[src/rtl/fp_align_shift.sv]
// Alignment stage of the FP adder: widens op1 and right-shifts op2 by exp_diff into
// {sig, guard, round, sticky}. Define FP_ALIGN_BARREL_EN for a single-cycle barrel shift.
module fp_align_shift #(
  parameter int unsigned SHIFT_STEP = 4
) (
  input  logic        clk,
  input  logic        rst,
  input  logic        in_valid,
  output logic        in_ready,
  input  logic [23:0] op1_sig,
  input  logic [23:0] op2_sig,
  input  logic [7:0]  exp_diff,
  output logic        out_valid,
  input  logic        out_ready,
  output logic [26:0] op1_aligned,
  output logic [26:0] op2_aligned
);

  localparam int unsigned SIG_W = 24;
  localparam int unsigned GRS_W = 3;
  localparam int unsigned ALN_W = SIG_W + GRS_W;
  localparam int unsigned EXP_W = 8;
  localparam logic [EXP_W-1:0] FULL_SHIFT = EXP_W'(ALN_W);

`ifdef FP_ALIGN_BARREL_EN
  typedef enum logic [1:0] {IDLE = 2'd0, DONE = 2'd2} state_e;
`else
  typedef enum logic [1:0] {IDLE = 2'd0, SHIFT = 2'd1, DONE = 2'd2} state_e;
  localparam logic [EXP_W-1:0] STEP_MAX = EXP_W'(SHIFT_STEP);
`endif

  state_e             state_q, state_d;
  logic [ALN_W-1:0]   op1_q, op1_d;
  logic [ALN_W-1:0]   op2_q, op2_d;
  logic               in_ready_q, in_ready_d;
  logic               out_valid_q, out_valid_d;
  logic [ALN_W-1:0]   op2_wide_c;

  // Right shift where every bit pushed past bit 0 is ORed back into bit 0 (sticky).
  function automatic logic [ALN_W-1:0] sticky_shr(input logic [ALN_W-1:0] x,
                                                  input logic [EXP_W-1:0] amt);
    logic [ALN_W-1:0] lost_mask;
    lost_mask = ~({ALN_W{1'b1}} << amt);
    return (x >> amt) | ALN_W'(|(x & lost_mask));
  endfunction

  assign op2_wide_c = {op2_sig, GRS_W'(0)};

`ifndef FP_ALIGN_BARREL_EN
  logic [EXP_W-1:0] rem_q, rem_d;
  logic [EXP_W-1:0] step_c;

  assign step_c = (rem_q < STEP_MAX) ? rem_q : STEP_MAX;
`endif

  always_comb begin
    state_d     = state_q;
    op1_d       = op1_q;
    op2_d       = op2_q;
    in_ready_d  = 1'b0;
    out_valid_d = 1'b0;
`ifndef FP_ALIGN_BARREL_EN
    rem_d       = rem_q;
`endif
    case (state_q)
      IDLE: begin
        if (in_valid && in_ready_q) begin
          op1_d = {op1_sig, GRS_W'(0)};
`ifdef FP_ALIGN_BARREL_EN
          op2_d   = sticky_shr(op2_wide_c, exp_diff);
          state_d = DONE;
`else
          // Zero or out-of-range shifts finish immediately; the full sticky shift covers both.
          if ((exp_diff == '0) || (exp_diff >= FULL_SHIFT)) begin
            op2_d   = sticky_shr(op2_wide_c, exp_diff);
            state_d = DONE;
          end else begin
            op2_d   = op2_wide_c;
            rem_d   = exp_diff;
            state_d = SHIFT;
          end
`endif
        end
      end
`ifndef FP_ALIGN_BARREL_EN
      SHIFT: begin
        op2_d = sticky_shr(op2_q, step_c);
        rem_d = rem_q - step_c;
        if (rem_q == step_c) begin
          state_d = DONE;
        end
      end
`endif
      DONE: begin
        if (out_ready) begin
          state_d = IDLE;
        end
      end
      default: state_d = IDLE;
    endcase
    in_ready_d  = (state_d == IDLE);
    out_valid_d = (state_d == DONE);
  end

  always_ff @(posedge clk or posedge rst) begin
    if (rst) begin
      state_q     <= IDLE;
      op1_q       <= '0;
      op2_q       <= '0;
      in_ready_q  <= 1'b1;
      out_valid_q <= 1'b0;
    end else begin
      state_q     <= state_d;
      op1_q       <= op1_d;
      op2_q       <= op2_d;
      in_ready_q  <= in_ready_d;
      out_valid_q <= out_valid_d;
    end
  end

`ifndef FP_ALIGN_BARREL_EN
  always_ff @(posedge clk or posedge rst) begin
    if (rst) begin
      rem_q <= '0;
    end else begin
      rem_q <= rem_d;
    end
  end
`endif

  assign in_ready    = in_ready_q;
  assign out_valid   = out_valid_q;
  assign op1_aligned = op1_q;
  assign op2_aligned = op2_q;

endmodule

[config.mk]
export PLATFORM = sky130hd
export DESIGN_NAME = fp_align_shift
export DESIGN_NICKNAME = d
export VERILOG_FILES = /design/src/rtl/fp_align_shift.sv
export SDC_FILE = /design/constraint.sdc
export NUM_CORES = 1
export LEC_CHECK = 0
export ABC_AREA = 0
export CORE_MARGIN = 1
export CORE_UTILIZATION = 51
export DETAILED_ROUTE_END_ITERATION = 7
export PLACE_DENSITY = 0.85
export SYNTH_ARGS = -nofsm -noshare
export SYNTH_HDL_FRONTEND = slang
export SYNTH_SLANG_ARGS = --single-unit
[constraint.sdc]
create_clock -name clk -period 2.95 [get_ports clk]
set_clock_uncertainty 0.15 [all_clocks]
set_input_delay 0.59 -clock clk [delete_from_list [all_inputs] [get_ports clk]]
set_output_delay 0.59 -clock clk [all_outputs]
set_load 0.02 [all_outputs]
; Yosys cells after proc, flatten, opt, wreduce, memory -nomap -nowiden
; Index checks and enable logic that the tools add are counted.
; W data, S select, Z words.
[word_totals]
wordCells = 48
out_inout_bits = 56
register_bits = 63
[classes]
n_reduce_logical = 11
order_cmp = 2
muxes = 12
n_addsub = 1
n_shift = 4
n_eq_ne = 6
bitwise_logic = 6
[op_table]
columns = cell, count
row1 = $and A27 B27 Y27, 2
row2 = $mux W27, 2
row3 = $not A27 Y27, 2
row4 = $or A27 B1 Y27, 2
row5 = $pmux W27 S2, 1
row6 = $reduce_or A27 Y1, 2
row7 = $shl A27 B8 Y27 const A, 2
row8 = $shr A27 B8 Y27, 2
row9 = $mux W8, 3
row10 = $pmux W8 S2, 1
row11 = $eq A8 B8 Y1, 1
row12 = $ge A8 B5 Y1 const B, 1
row13 = $logic_not A8 Y1, 1
row14 = $lt A8 B3 Y1 const B, 1
row15 = $mux W2, 4
row16 = $sub A8 B8 Y8, 1
row17 = $pmux W2 S3, 1
row18 = $eq A2 B2 Y1 const B, 2
row19 = $logic_not A2 Y1, 2
row20 = $ne A2 B2 Y1 const B, 2
row21 = $reduce_and A2 Y1, 2
row22 = $reduce_and A3 Y1, 1
row23 = $eq A2 B1 Y1 const B, 1
row24 = $reduce_bool A2 Y1, 1
row25 = 2 further kinds, 2

; Longest topological paths before layout
[logic_depth]
depth_word = 8
mapped_depth = 9
ltp_nobuf = 8

; Worst setup path after synthesis
; Ideal clock, no wire load.
[synth_path]
path_kind = in2reg
startpoint = input port exp_diff[1]
endpoint = register op2_q[15], in the netlist op2_aligned[15]
arrival_time_ns = 2.247
setup_ns = 0.069
path_slack_ns = 0.484
path_buffers = 1
required_ns = 2.731
path_stages = 7
path_cell_list = buf_2 or4_4 a211oi_2 and2_4 nand2_4 or3_1 nand3_1
[synth_between]
elab_chain_cells = 5
word_cells_on_any_way = 8
cone_classes = order compare: 1 / shift: 1 / mux: 3 / bitwise: 1 / reduce/logical: 2
[synth_lines]
columns = item, line
row1 = from (decl), 12  ; input logic [7:0] exp_diff,
row2 = "$shr A27 B8 Y27, or another cell as far along", 44  ; return (x >> amt) | ALN_W'(|(x & lost_mask));
row3 = $or A27 B1 Y27 / $logic_or A1 B1 Y1 (equally long branches), "44, 74"
row4 = $mux W27 *, 74  ; if ((exp_diff == '0) || (exp_diff >= FULL_SHIFT)) begin
row5 = $mux W27 *, 67  ; if (in_valid && in_ready_q) begin
row6 = $pmux W27 S2 *, 65  ; case (state_q)
row7 = to (signal assigned), 115  ; op2_q <= op2_d;
row8 = to (decl), 34  ; logic [ALN_W-1:0] op2_q, op2_d;
; Mark *: on every way between the ends. The rest lies on a longest branch, timed or not. The select of a mux whose other input is x is not followed.
; A chain may end at the register's enable or synchronous reset.

; Worst setup path after layout
[layout_path]
startpoint = input port exp_diff[1]
endpoint = register op2_q[23], in the netlist op2_aligned[23]
; Same word-level chain as after synthesis.

==> impl_metrics.toml <==
[clocking]
post-cts-setup-buffer-count = 0
cts_max_level = 3
clock_latency_ns = 0.35
cts_sinks = 63
cts_tree = "built"
cts_root_buffer = "clkbuf_8"
clockBufferDepth = 2
clkTransAtPathRegs_ns = 0.08
cts_hold_buf = 0
post_cts_resized = 0
numCtsBuffers = 9

[floorplanning]
die-width_um = 101
num_rows = 35
die_y_um = 101
start_util_pct = 53.5
die-area_um2 = 10200
ios = 116
core_um2 = 9370

[timing]
post-route-period-util_pct = 90.5
hold_viol = 0
fin_ws_ns = 0.281
setup_violations = 0
max_freq_ghz = 0.375
tightestPinTransition_ns = 1.07
slew_headroom_pct = 28.4
period_needed_ns = 2.67
maxSlewViolCount = 0
rsz0062_at_grt = "false"

[power_and_ir_drop]
power.internal_mw = 3.08
p_leak_nw = 2.87
p_per_area_nw_per_um2 = 819
power_frac_comb_pct = 53.0
seq_power_share_pct = 31.1
vdd_drop_max_v = 0.000387
power_frac_clock_pct = 15.9
switching_share_pct = 44.1
switching_power_mw = 2.43

[logic_synthesis]
synth.distinct_cells = 64
syn_area_um2 = 5010
ys_ff_latch = 63
synthFlopType = "dfrtp_1"
synth-warning-count = 0
synthCells = 614
async_reset_ff_share_pct = 100
synth.avg_cell_area_um2 = 8.17
synth_edf_count = 0
ys_seq_area_share_pct = 31.5

[grt]
grt_util_all_layers_pct = 34.7
grt_overflow = 0
first_global_vias = 5326
grt_pass1_wl_um = 27500
grt_max_degree = 40
antenna_found_initial = 0

[layout]
layout_commonest_cell = "nand2_1"
area_growth_pct = 34.3
fin_cells = 872
postLayoutCellArea_um2 = 6730
antennaDiodeCount = 0
layout_common_cells = "nand2_1 (140), clkdlybuf4s50_1 (111), dfrtp_1 (62)"
nets = 799
drive_above_1_share_pct = 14.5

[critical_path]
crit_type = "primary input to flop"
critPathBufInv = 2
cp_cell_sequence = "clkdlybuf4s50_1 -> or3_1 -> o221a_1 -> and2_1 -> buf_4 -> a221oi_1 -> nand2_1"
worst_setup_path_start_kind = "primary input"
worstSetupEndpointType = "flop"
cpMaxStageDelayCell = "clkdlybuf4s50_1"
arrival_ns = 2.75
r2r_slack_ns = 0.59
crit_family = "simple AND/OR/NAND/NOR gates"
slowest_delay_ns = 0.49
required_ns = 3.03
crit_fanout = 12

[place]
placed_cell_area_um2 = 6500
post-place-ws_ns = -0.00687
hpwl_um = 12700
dp_cells = 856
port_buffers = 112
routabilityCongestion = 1.03

[outcome]
status = "complete, no violations"

[route]
first_pass_iters = 5
drtIter0Drc = 541
ant_nets = 0
vias = 5612
drc = 0
viasPerCell = 6.44
drt-total-wl_um = 17200
routedWlPerCell_um = 19.7

[job]
cap_violations = 0

[hold_path]
hold_class = "flop to flop"
## per-stage QoR
stage | hold slack, ns | utilization [%] | power, mW | TNS [ns]
after detailed placement | 0.311 | 69.4 | 4.58 | -0.00687
after global placement | 0.307 | 69.4 | 4.48 | 0
after global routing | 0.352 | 71.8 | 5.84 | 0
after floorplan | 0.319 | - | 3.34 | 0
after CTS | 0.330 | 71.8 | 5.49 | 0
final | 0.326 | 71.8 | 5.51 | 0
## kinds of logic after synthesis
logic type / after synthesis / share of synthesized area, %
and+or+nand+nor: 251 / 22.4
AOI/OAI and AO/OA: 168 / 22.0
muxes: 66 / 18.2
DFF: 63 / 31.5
buffers and inverters: 61 / 5.14
adders and majority gates: 2 / 0.449
other: 2 / 0.150
xor gates and xnor gates: 1 / 0.175
## per-layer routing
metal	vias up	GRT usage [%]	routed length, µm
met3	30	7.87	1690
li1	2512	-	-
met5	-	0	0
met2	363	54.8	8200
met1	2707	47.7	6940
met4	0	10.9	346
## layout make-up
cell class                 instances  area, µm²
multi-input combinational        492       3190
timing repair buffer             165       1550
tap                              129        161
inverter                           7       26.3
sequential                        63       1580
fill                             769       2640
clock inverter                     6       91.3
clock buffer                      10        138
## synthesized netlist by cell type (10+ instances only)
cell | count | area (µm²)
nor3_1 | 15 | 75.1
nand2_1 | 140 | 526
o21ai_0 | 44 | 220
nor2_1 | 36 | 135
mux2i_1 | 36 | 360
clkbuf_1 | 33 | 124
a211oi_1 | 12 | 90.1
a222oi_1 | 10 | 100
mux4_2 | 19 | 428
mux2_2 | 11 | 124
nand3_1 | 22 | 110
a21oi_1 | 41 | 205
dfrtp_1 | 62 | 1550
## power groups by stage
stage	logic, mW	registers [mW]	clock network [mW]
floorplan	1.40	1.94	0
global placement	2.81	1.67	0
detailed placement	2.88	1.70	0
CTS	2.90	1.69	0.891
global route	3.16	1.75	0.929
finish	2.92	1.71	0.879
## worst register-to-register path, cell delays in order (launching register included)
cell and delay [ns]:
dfrtp_1 0.44, nor3_1 0.48, nand4b_1 0.15, buf_4 0.25
mux2i_1 0.25, nor2_1 0.05, o21ai_0 0.29, o311ai_1 0.16
## state kept, by name, summed over array words and instances (netlist names)
name,count
op1_aligned,24
state_q,2
rem_q,8
out_valid,1
in_ready,1
op2_aligned,27
## final timing paths
kind / from / end / cells after the start
worst max-delay path: exp_diff[1] / op2_aligned[23] / 7
worst min-delay path: op1_aligned[12] / op1_aligned[12] / 2
worst max register to register: rem_q[3] / op2_aligned[20] / 7
worst min register to register: op1_aligned[12] / op1_aligned[12] / 2
max in group asynchronous: rst / in_ready / 3
min in group asynchronous: rst / op1_aligned[6] / 2
Note: power is estimated with default switching activity, not from simulation.
